--- config.mk ---
export PLATFORM = sky130hd
export DESIGN_NAME = matmul_job_sched
export DESIGN_NICKNAME = d
export VERILOG_FILES = /design/src/rtl/matmul_job_sched.sv
export SDC_FILE = /design/constraint.sdc
export NUM_CORES = 1
export LEC_CHECK = 0
export CORE_MARGIN = 10
export CORE_UTILIZATION = 45
export DETAILED_ROUTE_END_ITERATION = 10
export PLACE_DENSITY_LB_ADDON = 0.1
export SLEW_MARGIN = 25
export SYNTH_ARGS = -nofsm -noshare
export SYNTH_HDL_FRONTEND = slang
export SYNTH_SLANG_ARGS = --single-unit
--- constraint.sdc ---
create_clock -name clk -period 3.7 [get_ports clk]
set_input_delay 0.555 -clock clk [delete_from_list [all_inputs] [get_ports clk]]
set_output_delay 0.555 -clock clk [all_outputs]
set_load 0.02 [all_outputs]
--- src/rtl/matmul_job_sched.sv ---
// MMIO-staged job FIFO in front of the matrix-multiply datapath: pops one job at a
// time, pulses mul_start with held buffer selects, and counts mul_done completions.
module matmul_job_sched #(
    parameter int unsigned MMIO_WIDTH    = 32,
    parameter int unsigned MMIO_ADDRBITS = 32,
    parameter int unsigned QDEPTH        = 4,
    parameter int unsigned SEL_BITS      = 4
) (
    input  logic                     clk,
    input  logic                     rst,
    input  logic                     mmio_w_req,
    input  logic [MMIO_ADDRBITS-1:0] mmio_w_addr,
    input  logic [MMIO_WIDTH-1:0]    mmio_w_data,
    input  logic                     mmio_r_req,
    input  logic [MMIO_ADDRBITS-1:0] mmio_r_addr,
    output logic [MMIO_WIDTH-1:0]    mmio_r_data,
    output logic                     mul_start,
    output logic [SEL_BITS-1:0]      mul_a_sel,
    output logic [SEL_BITS-1:0]      mul_b_sel,
    output logic [SEL_BITS-1:0]      mul_out_sel,
    input  logic                     mul_done
);

    localparam int unsigned PTR_W = (QDEPTH > 1) ? $clog2(QDEPTH) : 1;
    localparam int unsigned CNT_W = PTR_W + 1;
    localparam int unsigned JOB_W = 3 * SEL_BITS;

    localparam logic [MMIO_ADDRBITS-1:0] ADDR_JOB_A    = MMIO_ADDRBITS'(8'h00);
    localparam logic [MMIO_ADDRBITS-1:0] ADDR_JOB_B    = MMIO_ADDRBITS'(8'h08);
    localparam logic [MMIO_ADDRBITS-1:0] ADDR_JOB_OUT  = MMIO_ADDRBITS'(8'h10);
    localparam logic [MMIO_ADDRBITS-1:0] ADDR_DOORBELL = MMIO_ADDRBITS'(8'h18);
    localparam logic [MMIO_ADDRBITS-1:0] ADDR_STATUS   = MMIO_ADDRBITS'(8'h20);
    localparam logic [MMIO_ADDRBITS-1:0] ADDR_DONE_CNT = MMIO_ADDRBITS'(8'h28);

    typedef enum logic [1:0] {S_IDLE, S_ISSUE, S_WAIT} state_e;

    state_e                  state_q, state_d;
    logic [SEL_BITS-1:0]     job_a_q, job_a_d, job_b_q, job_b_d, job_o_q, job_o_d;
    logic [SEL_BITS-1:0]     a_sel_q, a_sel_d, b_sel_q, b_sel_d, o_sel_q, o_sel_d;
    logic [JOB_W-1:0]        mem_q [QDEPTH];
    logic [PTR_W-1:0]        wr_ptr_q, wr_ptr_d, rd_ptr_q, rd_ptr_d;
    logic [CNT_W-1:0]        count_q, count_d;
    logic                    ovf_q, ovf_d;
    logic [MMIO_WIDTH-1:0]   done_cnt_q, done_cnt_d;
    logic [MMIO_WIDTH-1:0]   r_data_q, r_data_d;
    logic                    start_q, start_d;
    logic                    push_c, pop_c, full_c, ovf_set_c, ovf_clr_c, done_clr_c, done_inc_c;
    logic [MMIO_WIDTH-1:0]   status_c;
    logic                    unused_data_c;

    assign unused_data_c = ^mmio_w_data[MMIO_WIDTH-1:SEL_BITS];

    // Register decode, FIFO bookkeeping, FSM and read mux
    always_comb begin
        state_d    = state_q;
        job_a_d    = job_a_q;
        job_b_d    = job_b_q;
        job_o_d    = job_o_q;
        a_sel_d    = a_sel_q;
        b_sel_d    = b_sel_q;
        o_sel_d    = o_sel_q;
        wr_ptr_d   = wr_ptr_q;
        rd_ptr_d   = rd_ptr_q;
        r_data_d   = r_data_q;
        start_d    = 1'b0;
        push_c     = 1'b0;
        pop_c      = 1'b0;
        ovf_set_c  = 1'b0;
        ovf_clr_c  = 1'b0;
        done_clr_c = 1'b0;
        done_inc_c = 1'b0;
        full_c     = (count_q == CNT_W'(QDEPTH));

        status_c       = '0;
        status_c[0]    = (state_q != S_IDLE);
        status_c[1]    = ovf_q;
        status_c[15:8] = 8'(count_q);

        if (mmio_w_req) begin
            case (mmio_w_addr)
                ADDR_JOB_A:    job_a_d = mmio_w_data[SEL_BITS-1:0];
                ADDR_JOB_B:    job_b_d = mmio_w_data[SEL_BITS-1:0];
                ADDR_JOB_OUT:  job_o_d = mmio_w_data[SEL_BITS-1:0];
                ADDR_DOORBELL: begin
                    if (full_c) ovf_set_c = 1'b1;
                    else        push_c    = 1'b1;
                end
                ADDR_STATUS:   ovf_clr_c  = mmio_w_data[1];
                ADDR_DONE_CNT: done_clr_c = 1'b1;
                default: ;
            endcase
        end

        case (state_q)
            S_IDLE: begin
                if (count_q != '0) begin
                    pop_c                       = 1'b1;
                    {a_sel_d, b_sel_d, o_sel_d} = mem_q[rd_ptr_q];
                    start_d                     = 1'b1;
                    state_d                     = S_ISSUE;
                end
            end
            S_ISSUE: state_d = S_WAIT;
            S_WAIT: begin
                if (mul_done) begin
                    done_inc_c = 1'b1;
                    state_d    = S_IDLE;
                end
            end
            default: state_d = S_IDLE;
        endcase

        if (push_c) wr_ptr_d = wr_ptr_q + PTR_W'(1);
        if (pop_c)  rd_ptr_d = rd_ptr_q + PTR_W'(1);
        count_d = count_q + CNT_W'(push_c) - CNT_W'(pop_c);

        // Set beats clear; clear beats increment
        ovf_d = ovf_set_c ? 1'b1 : (ovf_clr_c ? 1'b0 : ovf_q);
        done_cnt_d = done_clr_c ? '0 :
                     (done_inc_c ? done_cnt_q + MMIO_WIDTH'(1) : done_cnt_q);

        if (mmio_r_req) begin
            case (mmio_r_addr)
                ADDR_JOB_A:    r_data_d = MMIO_WIDTH'(job_a_q);
                ADDR_JOB_B:    r_data_d = MMIO_WIDTH'(job_b_q);
                ADDR_JOB_OUT:  r_data_d = MMIO_WIDTH'(job_o_q);
                ADDR_STATUS:   r_data_d = status_c;
                ADDR_DONE_CNT: r_data_d = done_cnt_q;
                default: ;
            endcase
        end
    end

    always_ff @(posedge clk) begin
        if (rst) begin
            state_q    <= S_IDLE;
            job_a_q    <= '0;
            job_b_q    <= '0;
            job_o_q    <= '0;
            a_sel_q    <= '0;
            b_sel_q    <= '0;
            o_sel_q    <= '0;
            wr_ptr_q   <= '0;
            rd_ptr_q   <= '0;
            count_q    <= '0;
            ovf_q      <= 1'b0;
            done_cnt_q <= '0;
            r_data_q   <= '0;
            start_q    <= 1'b0;
        end else begin
            state_q    <= state_d;
            job_a_q    <= job_a_d;
            job_b_q    <= job_b_d;
            job_o_q    <= job_o_d;
            a_sel_q    <= a_sel_d;
            b_sel_q    <= b_sel_d;
            o_sel_q    <= o_sel_d;
            wr_ptr_q   <= wr_ptr_d;
            rd_ptr_q   <= rd_ptr_d;
            count_q    <= count_d;
            ovf_q      <= ovf_d;
            done_cnt_q <= done_cnt_d;
            r_data_q   <= r_data_d;
            start_q    <= start_d;
        end
    end

    // Job storage needs no reset; occupancy gates every read
    always_ff @(posedge clk) begin
        if (!rst && push_c) mem_q[wr_ptr_q] <= {job_a_q, job_b_q, job_o_q};
    end

    assign mmio_r_data = r_data_q;
    assign mul_start   = start_q;
    assign mul_a_sel   = a_sel_q;
    assign mul_b_sel   = b_sel_q;
    assign mul_out_sel = o_sel_q;

endmodule

Yosys cells after proc, flatten, opt, wreduce, memory -nomap -nowiden
Memories as Yosys holds them, arrays and structs flattened. A register that Yosys moved wholly into a read port is not among the register bits. Cells that the tools add are included.

$add $sub $neg: 5. Equal/unequal tests: 14. Mux-type cells: 22. Reduce and logical (&&, ||, !) cells: 16.

Operators with widths (count): $pmux W32 S5 (1); $eq A32 B6 Y1 const B (4); $eq A32 B5 Y1 const B (3); $eq A32 B4 Y1 const B (2); $logic_not A32 Y1 (2); $add A32 B1 Y32 const B (1); $mux W1 (18); $reduce_and A2 Y1 (6); $pmux W2 S3 (1); $reduce_bool A5 Y1 (1); $add A2 B1 Y2 const B (2); $mux W2 (2); $ne A2 B2 Y1 const B (2); $reduce_bool A2 Y1 (2); $add A3 B1 Y3 (1); $eq A3 B3 Y1 const B (1); $reduce_bool A3 Y1 (1); $sub A3 B1 Y3 (1); $eq A2 B1 Y1 const B (1); $eq A2 B2 Y1 const B (1); $logic_not A2 Y1 (1); $reduce_or A2 Y1 (1); $logic_and A1 B1 Y1 (1); $logic_not A1 Y1 (1).

Register bits after elaboration: 87. RAM bits: 48. Input port bits: 101. Output and inout port bits: 45. Logic and storage cells: 69. Memories: 1.

Memory list: mem_q (depth 4, width 12, read ports 1, clocked after memory_dff 1, write ports 1, line 40) `logic [JOB_W-1:0] mem_q [QDEPTH];`.

Logic depth before layout (Yosys ltp)
Depth after elaboration: 7. Mapped depth: 11. Mapped depth without buffers: 11.

Least setup slack after synthesis
OpenSTA, ideal clock, no wires.

Path kind: in2reg. Start point: in mmio_w_addr[17]. End point: reg count_q[2]. Setup time: 0.128 ns. Arrival: 3.077 ns. Data required time: 3.572 ns. Path slack: 0.495 ns. Stages: 11. Buffers on the path: 0. Path through: nor4_1 > nand4_1 > nor4_1 > inv_1 > ha_1 > inv_1 > ha_1 > fa_1 > xnor2_1 > xnor2_1 > nor2_1.

Word-level cells in the longest chain between the ends: 5.

RTL lines: start: declaration (line 12) `input logic [MMIO_ADDRBITS-1:0] mmio_w_addr,`; $eq A32 B5 Y1 (line 80) `case (mmio_w_addr)`; $mux W1 (line 80); $mux W1 (line 79) `if (mmio_w_req) begin`; $add A3 B1 Y3 (line 115) `count_d = count_q + CNT_W'(push_c) - CNT_W'(pop_c);`; $sub A3 B1 Y3 (line 115); end signal: assignment (line 160) `count_q <= count_d;`; end: declaration (line 42) `logic [CNT_W-1:0] count_q, count_d;`.

Every way passes these cells. A chain may end at the register's enable or synchronous reset.

Final worst setup path
Start point: in mmio_w_addr[5]. End point: reg count_q[2].

Same word-level chain as after synthesis.

==> run_summary.xml <==
<?xml version="1.0" encoding="UTF-8"?>
<metrics>
  <group name="outcome">
    <metric name="run_status" unit="">complete, no violations</metric>
  </group>
  <group name="yosys">
    <metric name="synthFlopType" unit="">dfxtp_1</metric>
    <metric name="synth.net_count" unit="">628</metric>
    <metric name="syn-instance-count" unit="">519</metric>
    <metric name="syn-cell-area" unit="µm²">5942</metric>
    <metric name="synth_area_per_cell" unit="µm²">11.45</metric>
    <metric name="postSynthRegisterBits" unit="">147</metric>
    <metric name="yosysSeqAreaShare" unit="%">57.61</metric>
    <metric name="async_flop_share" unit="%">0</metric>
    <metric name="synth_cell_type_count" unit="">48</metric>
    <metric name="ys_warn_count" unit="">0</metric>
    <metric name="number_of_flops_mapped_to_enable_cells_by_yosys" unit="">48</metric>
  </group>
  <group name="clocking">
    <metric name="cts.repair.resized" unit="">0</metric>
    <metric name="tritoncts.num_buffers" unit="">17</metric>
    <metric name="ctsHoldBuffers" unit="">0</metric>
    <metric name="tritoncts" unit="">done</metric>
    <metric name="insertion_delay" unit="ps">420</metric>
    <metric name="setup_repair_bufs_after_cts" unit="">0</metric>
    <metric name="clock-sinks" unit="">147</metric>
    <metric name="clock_tree.root_cell" unit="">clkbuf_16</metric>
    <metric name="ctsLongestPathBuffers" unit="">2</metric>
    <metric name="clkSlewWorstSetupHoldPaths" unit="ps">60</metric>
    <metric name="htree_num_levels" unit="">4</metric>
  </group>
  <group name="setup_path">
    <metric name="timing.critical_path.max_delay_family" unit="">simple AND/OR/NAND/NOR gates</metric>
    <metric name="worst_path_maximum_fanout" unit="">3</metric>
    <metric name="worstPathCellList" unit="">clkdlybuf4s50_1 -&gt; nor4b_1 -&gt; nand2_1 -&gt; nor4_1 -&gt; inv_1 -&gt; ha_1 -&gt; inv_1 -&gt; ha_1 -&gt; fa_1 -&gt; xnor2_1 -&gt; xnor2_1 -&gt; nor2_1</metric>
    <metric name="crit_start" unit="">mmio_w_addr[5]</metric>
    <metric name="crit_cells" unit="">12</metric>
    <metric name="end_kind" unit="">register</metric>
    <metric name="criticalPathCategory" unit="">in -&gt; reg</metric>
    <metric name="r2r-start" unit="">state_q[1]</metric>
    <metric name="crit_path_top_delay_cell" unit="">nor4_1</metric>
    <metric name="start_kind" unit="">primary input</metric>
    <metric name="worstPathArrival" unit="ps">3330</metric>
    <metric name="r2r.worst_path.cells" unit="">11</metric>
    <metric name="required_time_reported_for_the_critical_path_endpoint" unit="ps">4000</metric>
    <metric name="cpPeakStageDelay" unit="ps">440</metric>
    <metric name="cp.buffers_inverters" unit="">3</metric>
  </group>
  <group name="cells_and_area">
    <metric name="num-nets-final" unit="">757</metric>
    <metric name="commonest_non_fill_non_tap_cells_in_the_layout" unit="">117 x clkdlybuf4s50_1, 99 x dfxtp_1, 63 x nor2_1</metric>
    <metric name="flow.area_growth_from_synthesis" unit="%">34.87</metric>
    <metric name="finalCoreUtilization" unit="%">62.74</metric>
    <metric name="post_route_cells_drive_above_1_share" unit="%">10.89</metric>
    <metric name="layout_commonest_cell" unit="">clkdlybuf4s50_1</metric>
    <metric name="num_antenna_cells" unit="">0</metric>
  </group>
  <group name="power_and_ir_drop">
    <metric name="power.ir.vdd_worst" unit="mV">0.3714</metric>
    <metric name="power.static_leakage" unit="µW">0.002728</metric>
    <metric name="powerDensity" unit="nW/µm²">559.7</metric>
  </group>
  <group name="grt">
    <metric name="grt_util_met3" unit="%">7.567</metric>
    <metric name="grt_pass1_wl" unit="mm">23.02</metric>
    <metric name="grt_use_met2" unit="%">24.84</metric>
    <metric name="number_of_antenna_violations_at_the_first_check_in_global_routing" unit="">0</metric>
    <metric name="grt_most_used_layer" unit="">met2</metric>
    <metric name="largest_net_degree_at_the_start_of_global_routing" unit="">39</metric>
    <metric name="grt_use_met1" unit="%">18.58</metric>
    <metric name="overall_global_routing_resource_usage" unit="%">15.77</metric>
    <metric name="grt_overflow_total" unit="">0</metric>
    <metric name="first_global_vias" unit="">4565</metric>
  </group>
  <group name="timing">
    <metric name="period_needed" unit="ps">3038</metric>
    <metric name="maxSlewHeadroom" unit="%">38.12</metric>
    <metric name="final_min_period_over_clock_period" unit="%">82.10</metric>
    <metric name="final.setup.tns" unit="ps">0</metric>
    <metric name="clock.fmax" unit="MHz">329.2</metric>
    <metric name="final.setup_skew" unit="ps">5.784</metric>
    <metric name="hold_viol" unit="">0</metric>
    <metric name="finalWorstSetupSlack" unit="ps">662.2</metric>
    <metric name="timing_worst_slew_pin_value" unit="ps">919.8</metric>
    <metric name="finalMaxSlewViolations" unit="">0</metric>
    <metric name="rsz0062_at_grt" unit="">false</metric>
    <metric name="setup-violations-final" unit="">0</metric>
  </group>
  <group name="place">
    <metric name="portBuffers" unit="">117</metric>
    <metric name="sum_of_net_half_perimeters_after_detailed_placement" unit="mm">10.22</metric>
    <metric name="place.gp.congestion" unit="">0.7889</metric>
    <metric name="place_ws" unit="ps">209.9</metric>
  </group>
  <group name="detailed_routing">
    <metric name="detail_route.iter0.violations" unit="">246</metric>
    <metric name="drt-vias-per-instance" unit="">5.269</metric>
    <metric name="remaining_drc_errors" unit="">0</metric>
    <metric name="firstDrtPassIters" unit="">4</metric>
    <metric name="detail_route.wirelength" unit="mm">14.03</metric>
    <metric name="via_count" unit="">4389</metric>
    <metric name="antenna_left" unit="">0</metric>
    <metric name="routed_wire_length_per_instance" unit="µm">16.84</metric>
  </group>
  <group name="die">
    <metric name="row_count" unit="">41</metric>
    <metric name="placeableCoreArea" unit="µm²">12770</metric>
    <metric name="io_pins" unit="">146</metric>
    <metric name="floorplan.initialDensity" unit="%">46.52</metric>
    <metric name="floorplan.die_area" unit="µm²">18200</metric>
    <metric name="chipWidth" unit="µm">134.9</metric>
    <metric name="die_height" unit="µm">134.9</metric>
  </group>
  <group name="worst_hold_path">
    <metric name="hp-class" unit="">reg -&gt; reg</metric>
    <metric name="timing.hold.worst_path_depth" unit="">2</metric>
    <metric name="worstHoldStart" unit="">mul_a_sel[2]</metric>
  </group>
  <group name="flow_run">
    <metric name="max_cap_viols" unit="">0</metric>
  </group>
</metrics>
report_power, final:
part           internal (µW)  total (µW)  switching [µW]
logic                    378         753             375
clock network           1200        1860             662
registers               1760        1870             113
final timing paths:
check,to,slack [ps]
max,count_q[2],660
min,mul_a_sel[2],450
max reg2reg,count_q[2],1010
min reg2reg,mul_a_sel[2],450
kinds of logic (layout without fill, tap and decap cells):
| logic type | after synthesis | after routing | synth area share (%) |
|---|---|---|---|
| compound gates | 63 | 63 | 7.644 |
| xor+xnor | 34 | 34 | 5.011 |
| fa+ha+maj | 8 | 8 | 1.811 |
| buf+inv | 37 | 179 | 2.379 |
| flops | 147 | 147 | 57.61 |
| mux | 36 | 36 | 8.865 |
| simple gates | 194 | 194 | 16.68 |
sequential cells by signal, summed over array words and instances (netlist names), 3 cells and up:
signal and cells:
count_q 3, done_cnt_q 32, job_a_q 4, job_b_q 4, job_o_q 4, mem_q 48
mmio_r_data 32, mul_a_sel 4, mul_b_sel 4, mul_out_sel 4
synth_stat cells (all sizes together), types with 5 or more instances:
library cell | instances | area, µm²
dfxtp | 99 | 1982
ha | 7 | 87.58
mux4 | 13 | 292.8
mux2i | 20 | 200.2
xor2 | 18 | 157.7
and3 | 8 | 51.30
edfxtp | 48 | 1441
a22o | 28 | 245.2
xnor2 | 16 | 140.1
clkbuf | 19 | 72.56
nand2 | 41 | 153.9
inv | 14 | 52.55
nand4 | 12 | 81.33
and4 | 5 | 46.30
o21ai | 7 | 35.03
a21oi | 17 | 85.08
nand3 | 15 | 75.07
nor2 | 64 | 240.2
nor4 | 25 | 156.4
tightest hold or removal path: cells and delay by family (launching register included):
| family | cells | cell delay, ps |
|---|---|---|
| DFF | 1 | 310 |
| AOI/OAI and AO/OA | 1 | 50 |
| and+or+nand+nor | 1 | 50 |
stage by stage:
step	hold slack, ps	total power (µW)	instance area (µm²)	std cells
detailed placement	446.9	2678	7375	801
global placement	442.1	2660	7375	801
floorplan	449.2	2324	5942	519
global route	479.8	4689	8014	833
finish	454.3	4485	8014	833
CTS	455.1	4534	8014	833
per-layer routing:
metal / up-vias / wire length [µm]
met3: 12 / 1274
met1: 2091 / 6097
met4: 0 / 154
li1: 2161 / -
met2: 125 / 6499
met5: - / 0
final cells by class:
class | instances | area (µm²)
fillers | 1017 | 4760
repair buffers | 133 | 1291
inverters | 14 | 52.55
well taps | 172 | 215.2
clock buffers | 19 | 432.9
flip-flops and latches | 147 | 3423
multi-input cells | 335 | 2392
clock inverters | 13 | 206.4
Power figures use the tool's default switching activity.
